### src/rtl/dmem_access_ctrl.sv
// dmem_access_ctrl
//   Shares a byte-wide data memory between two requesters (port 0: core
//   load/store unit, port 1: loader/debug). A round-robin arbiter grants one
//   request at a time. Each byte/half/word request is split into little-endian
//   single-byte memory cycles. Loads are reassembled with sign or zero
//   extension.
//
// Ports
//   clk, rst          clock, asynchronous active-high reset
//   reqN_valid        request pending on port N (held until reqN_ready)
//   reqN_we           1 = store, 0 = load
//   reqN_addr         byte address of the lowest byte (wraps modulo 2^AW)
//   reqN_size         00 byte, 01 half, 10 word, 11 illegal
//   reqN_uns          zero-extend load result when 1
//   reqN_wdata        store data, byte k goes to addr+k
//   reqN_ready        one-cycle completion pulse for port N
//   resp_rdata        load result, valid while a ready is high
//   resp_err          illegal-size flag, valid while a ready is high
//   mem_addr/re/we    byte memory address and strobes
//   mem_wdata         byte to write
//   mem_rdata         combinational read data for mem_addr
//
// state  | meaning
// IDLE   | waiting for a request; arbitrates and latches the winner
// ACCESS | one memory byte per cycle, count selects the byte lane
// DONE   | ready pulse to the granted port with the assembled result
module dmem_access_ctrl #(
  parameter int AW = 10
) (
  input  logic          clk,
  input  logic          rst,
  input  logic          req0_valid,
  input  logic          req0_we,
  input  logic [AW-1:0] req0_addr,
  input  logic [1:0]    req0_size,
  input  logic          req0_uns,
  input  logic [31:0]   req0_wdata,
  output logic          req0_ready,
  input  logic          req1_valid,
  input  logic          req1_we,
  input  logic [AW-1:0] req1_addr,
  input  logic [1:0]    req1_size,
  input  logic          req1_uns,
  input  logic [31:0]   req1_wdata,
  output logic          req1_ready,
  output logic [31:0]   resp_rdata,
  output logic          resp_err,
  output logic [AW-1:0] mem_addr,
  output logic          mem_re,
  output logic          mem_we,
  output logic [7:0]    mem_wdata,
  input  logic [7:0]    mem_rdata
);

  localparam logic [1:0] IDLE   = 2'd0;
  localparam logic [1:0] ACCESS = 2'd1;
  localparam logic [1:0] DONE   = 2'd2;

  logic [1:0]    state;
  logic          gnt;
  logic          rr;
  logic          we_q;
  logic [AW-1:0] addr_q;
  logic [1:0]    size_q;
  logic          uns_q;
  logic [31:0]   wdata_q;
  logic          err_q;
  logic [31:0]   asm_q;
  logic [1:0]    count;

  logic          sel;
  logic          sel_we;
  logic [AW-1:0] sel_addr;
  logic [1:0]    sel_size;
  logic          sel_uns;
  logic [31:0]   sel_wdata;
  logic [1:0]    last;
  logic          acc;
  logic          done;
  logic [4:0]    lane;

  // On contention the port that did not win last time gets the grant; rr
  // resets to 1 so port 0 wins the first contest.
  always_comb begin
    sel = 1'b0;
    if (req0_valid && req1_valid) sel = ~rr;
    else if (req1_valid)          sel = 1'b1;
  end

  assign sel_we    = sel ? req1_we    : req0_we;
  assign sel_addr  = sel ? req1_addr  : req0_addr;
  assign sel_size  = sel ? req1_size  : req0_size;
  assign sel_uns   = sel ? req1_uns   : req0_uns;
  assign sel_wdata = sel ? req1_wdata : req0_wdata;

  assign last = (size_q == 2'b00) ? 2'd0 : (size_q == 2'b01) ? 2'd1 : 2'd3;
  assign lane = {count, 3'b000};

  always_ff @(posedge clk or posedge rst) begin
    if (rst) begin
      state   <= IDLE;
      gnt     <= 1'b0;
      rr      <= 1'b1;
      we_q    <= 1'b0;
      addr_q  <= '0;
      size_q  <= 2'b00;
      uns_q   <= 1'b0;
      wdata_q <= '0;
      err_q   <= 1'b0;
      asm_q   <= '0;
      count   <= 2'd0;
    end else begin
      case (state)
        IDLE: begin
          if (req0_valid || req1_valid) begin
            gnt     <= sel;
            if (req0_valid && req1_valid) rr <= sel;
            we_q    <= sel_we;
            addr_q  <= sel_addr;
            size_q  <= sel_size;
            uns_q   <= sel_uns;
            wdata_q <= sel_wdata;
            asm_q   <= '0;
            count   <= 2'd0;
            if (sel_size == 2'b11) begin
              err_q <= 1'b1;
              state <= DONE;
            end else begin
              err_q <= 1'b0;
              state <= ACCESS;
            end
          end
        end
        ACCESS: begin
          if (!we_q) asm_q[lane +: 8] <= mem_rdata;
          count <= count + 2'd1;
          if (count == last) state <= DONE;
        end
        DONE:    state <= IDLE;
        default: state <= IDLE;
      endcase
    end
  end

  assign acc  = (state == ACCESS);
  assign done = (state == DONE);

  assign mem_addr  = acc ? addr_q + AW'(count) : '0;
  assign mem_re    = acc & ~we_q;
  assign mem_we    = acc & we_q;
  assign mem_wdata = (acc && we_q) ? wdata_q[lane +: 8] : 8'h00;

  assign req0_ready = done & ~gnt;
  assign req1_ready = done & gnt;
  assign resp_err   = done & err_q;

  always_comb begin
    resp_rdata = '0;
    if (done && !we_q && !err_q) begin
      case (size_q)
        2'b00:   resp_rdata = {{24{~uns_q & asm_q[7]}}, asm_q[7:0]};
        2'b01:   resp_rdata = {{16{~uns_q & asm_q[15]}}, asm_q[15:0]};
        default: resp_rdata = asm_q;
      endcase
    end
  end

endmodule

### config.mk
export PLATFORM = sky130hd
export DESIGN_NAME = dmem_access_ctrl
export DESIGN_NICKNAME = d
export VERILOG_FILES = /design/src/rtl/dmem_access_ctrl.sv
export SDC_FILE = /design/constraint.sdc
export NUM_CORES = 1
export LEC_CHECK = 0
export CORE_ASPECT_RATIO = 0.8
export CORE_MARGIN = 5
export CORE_UTILIZATION = 42
export DETAILED_ROUTE_END_ITERATION = 7
export PLACE_DENSITY = 0.78
export REMOVE_ABC_BUFFERS = 1
export SLEW_MARGIN = 20
export SYNTH_ARGS = -nofsm -noshare
export SYNTH_HDL_FRONTEND = slang
export SYNTH_SLANG_ARGS = --single-unit
### constraint.sdc
create_clock -name clk -period 2.8 [get_ports clk]
set_clock_uncertainty 0.2 [all_clocks]
set_input_delay 0.56 -clock clk [delete_from_list [all_inputs] [get_ports clk]]
set_output_delay 0.56 -clock clk [all_outputs]
set_load 0.1 [all_outputs]
==> impl.org <==
** Floorplanning
- DIE AREA :: 14500 sq um
- The die is 133 um wide.
- Core Region :: 12000 sq um
- For this design the top-level I/O count stands at 159.
- Vertical extent of the die :: 109 um
- The initial utilization of the core area, before any placement, comes to 0.425.
- After floorplanning, the core was divided into 36 placement rows.

** Synth
- Flops & latches, synth :: 85
- In the synthesized netlist the dominant register cell turns out to be dfrtp_1.
- Of the total synthesized cell area, the portion taken by AND, OR, NAND and NOR gates is 0.150.
- Yosys printed 0 warnings.
- Part of the Yosys area used for sequential elements :: 0.416
- Post-synthesis cell area :: 5110 sq um
- Of the total synthesized cell area, the portion taken by full adders, half adders and majority gates is 0.0211.
- Of the total synthesized cell area, the portion taken by XOR and XNOR cells is 0.00514.
- The synthesized-area fraction occupied by ao, oa, aoi and oai cells was 0.0490.
- Mean area per synthesized cell :: 11.4 sq um
- Post-synthesis cell count :: 449
- Largest family of logic cells by synthesized area :: multiplexers
- Async set-reset flop share out of synthesis :: 1.00
- Mux cell area share after synthesis :: 0.314
- Synthesis instantiated 41 different standard cells from the library.
- Count of flip-flops with a built-in enable after synthesis :: 0

** Setup path
- Category of cells accounting for the largest share of critical-path delay :: adder cells
- Longest individual stage delay on the worst path :: 410 ps
- STA classifies the critical path startpoint as a flip-flop.
- Of all nets on the critical path, the largest fanout is 2.
- Arrival @ worst endpoint :: 2110 ps
- Cell with the largest stage delay on the worst path :: dfrtp_1
- Buffering stage count on the worst path with inverters included :: 3
- List of cells traversed by the critical path :: ha_4 -> fa_2 -> buf_4 -> buf_6 -> nand3_4 -> xor2_2 -> nor2_2 -> buf_12
- Kind of end point of the critical path :: primary output
- The worst setup path is of the flip-flop to primary output kind.
- Data on the critical path is required at its endpoint by 2040 ps.

** Route
- The pre-antenna-repair detailed-routing pass consisted of 4 iterations.
- For this run, design rule violations remaining after detail routing come to 0.
- Post-DRT Antenna Nets :: 0
- Routed wire length :: 15.0 mm
- After the first detailed-routing iteration, the DRC count stood at 243.
- In the final routed layout, each cell accounts on average for 19.4 um.
- DR vias/cell :: 5.44
- Detailed routing inserted a total of 4202 vias.

** Finish
- Total inserted antenna cells :: 0
- For this run, the post-layout net count is 728.
- From synthesis to final layout, the design area changed by 59.4%.
- Leaving out filler cells and counting taps, the final layout contains 773.
- The filler cells instantiated in the layout total 854.
- In the final layout, the multi-input gates occupy 3070 sq um.
- The sequential cells in the finished layout cover a total of 2130 sq um.
- Share of post-route cells with drive strength above 1 :: 0.433

** Run status
- The flow ran to the end, but the final reports show violations.
- Violations in the final reports :: setup timing

** Clocking
- Hold repair after CTS inserted 0 buffers.
- The H-tree generated during clock tree synthesis spans 3 levels.
- Insertion delay of the later-clocked pin in the worst-skew pair :: 340 ps
- Root buffer selected by CTS :: clkbuf_16
- Buffers inserted during clock tree synthesis total 9.
- Post-CTS clock slew at the launch and capture registers of the worst setup and hold paths :: 70 ps
- Max Buffers Root-to-Sink :: 2
- TritonCTS built the clock tree.
- Sink Count :: 85

** Timing
- Crit share post-route :: 1.02
- Accumulated negative setup slack :: -236 ps
- For this run, the top clock speed supported by timing is 349 MHz.
- Pin slew with the least headroom to its limit :: 742 ps
- The number of hold violations in the final report is 0.
- Setup violations remaining at the end of the flow were counted as 6.
- After layout, the worst setup slack is -66.5 ps.
- Final Critical Period :: 2870 ps
- Setup repair after global routing missed its margin :: true
- The final count of pins violating max slew was 0.
- Headroom to the max-slew limit came out at 0.504.

** Run
- Max-capacitance violation count :: 0

** Pwr
- Across the VDD grid, the largest voltage drop is 946 uV.
- Power spread over the standard cell area amounts to 1020 nW/um^2.
- Leakage power of the design :: 3.45 nW

** GRT
- Overall global routing resource usage :: 0.204
- Entering global routing, the biggest net connects 39 pins.
- GR Overflow Total :: 0
- Number of antenna violations at the first check in global routing :: 0
- The via count of the first global-routing pass is 4553.
- The first global-routing pass estimated 23.5 mm of wire.

** Placed design
- Detailed placement finished with a half-perimeter wire length of 10.9 mm.
- Final Wtd Congestion :: 0.790
- At the placement stage, the worst setup path has a slack of 32.3 ps.
- Number of cells in the design after placement :: 750
- Input and output buffers added on the ports amount to 158.

** Worst hold path
- The tightest min-delay check is of the flip-flop to flip-flop type.
==> final timing paths <==
check	from	slack, ps	end	cells after the start
max in group asynchronous	rst	1440	asm_q[21]	3
hold reg to reg	asm_q[5]	300	asm_q[5]	1
min in group asynchronous	rst	390	asm_q[4]	2
setup / recovery	count[0]	-70	mem_addr[4]	8
setup reg to reg	count[0]	310	asm_q[7]	7
hold / removal	asm_q[5]	300	asm_q[5]	1
==> cell usage after synthesis, types with 2 or more instances <==
cell type  count  area [sq um]
mux2_2       113          1270
dfrtp_1       84          2100
and3_1        34           213
nor3_1        19          95.1
nor2b_1       18           113
inv_1         16          60.1
a21oi_1       15          75.1
mux2i_1       15           150
buf_2         14          70.1
o21ai_0       13          65.1
and2_1        11          68.8
clkbuf_1      11          41.3
nand4_1       10          62.6
mux4_2         8           180
nor2_1         8          30.0
ha_1           7          87.6
nand2_1        6          22.5
a21oi_2        4          35.0
buf_6          4          45.0
nand3_1        4          20.0
nand3b_1       4          30.0
or3_1          4          25.0
o21a_1         3          22.5
o31ai_1        3          22.5
buf_4          2          15.0
nor4bb_1       2          20.0
or4_1          2          15.0
xor2_1         2          17.5
==> cell type report <==
cell class | count | share of cell area
flip-flops and latches | 85 | 0.261
clock buffers | 10 | 0.0281
repair buffers | 187 | 0.297
clock inverters | 6 | 0.00568
well taps | 152 | 0.0233
multi-input cells | 317 | 0.377
inverters | 16 | 0.00753
==> registers in the layout (all words and copies together) (netlist names) <==
register and count:
asm_q 32, wdata_q 32, addr_q 10, count 2, size_q 2, state 2, err_q 1, gnt 1
rr 1, uns_q 1, we_q 1
==> logic make-up after synthesis <==
logic type,after synthesis
AO/OA/AOI/OAI,42
XOR/XNOR,3
adder cells (fa/ha/maj),8
buffers and inverters,47
flip-flops,85
multiplexers,136
AND/OR/NAND/NOR,128
==> layout by cell type, fill, tap and decap left out, types with 4 or more instances in the layout <==
cell / synthesis / final
a21oi_2: 4 / 16
and2_1: 11 / 11
and3_1: 34 / 34
buf_12: 0 / 58
buf_4: 2 / 21
buf_6: 4 / 4
clkbuf_16: 0 / 10
clkdlybuf4s50_1: 0 / 103
dfrtp_1: 84 / 84
ha_1: 7 / 6
inv_1: 16 / 15
mux2_2: 113 / 113
mux2i_1: 15 / 15
mux4_2: 8 / 8
nand2_1: 6 / 6
nand3b_1: 4 / 4
nand4_1: 10 / 10
nor2_1: 8 / 7
nor2b_1: 18 / 17
nor3_4: 0 / 16
o21ai_0: 13 / 13
==> where the power goes <==
group	switching [W]	internal, W	total (W)
clock	0.000514	0.000608	0.00112
combinational	0.00301	0.00219	0.00520
sequential	0.000303	0.00166	0.00196
==> repair_timing <==
action                                  CTS  global route
gates resized for setup                  29            37
pin swaps                                 5            10
gates cloned                              0             2
buffers inserted                          2             3
endpoints found under the setup margin   21            39
==> per-layer routing <==
metal,vias up,routed length (um),track usage
met1,2092,6340,0.267
met5,-,0,0
met2,130,7540,0.343
li1,1961,-,-
met3,19,906,0.0457
met4,0,193,0.0587
==> per-stage QoR <==
stage	power [W]	hold WS [ps]	utilization	area, sq um
5_1_grt	0.00867	319	0.677	8150
3_3_place_gp	0.00658	284	0.620	7460
2_1_floorplan	0.00502	272	-	4940
4_1_cts	0.00802	309	0.656	7880
6_report	0.00828	304	0.677	8150
3_5_place_dp	0.00674	294	0.620	7460
Power figures use the tool's default switching activity.
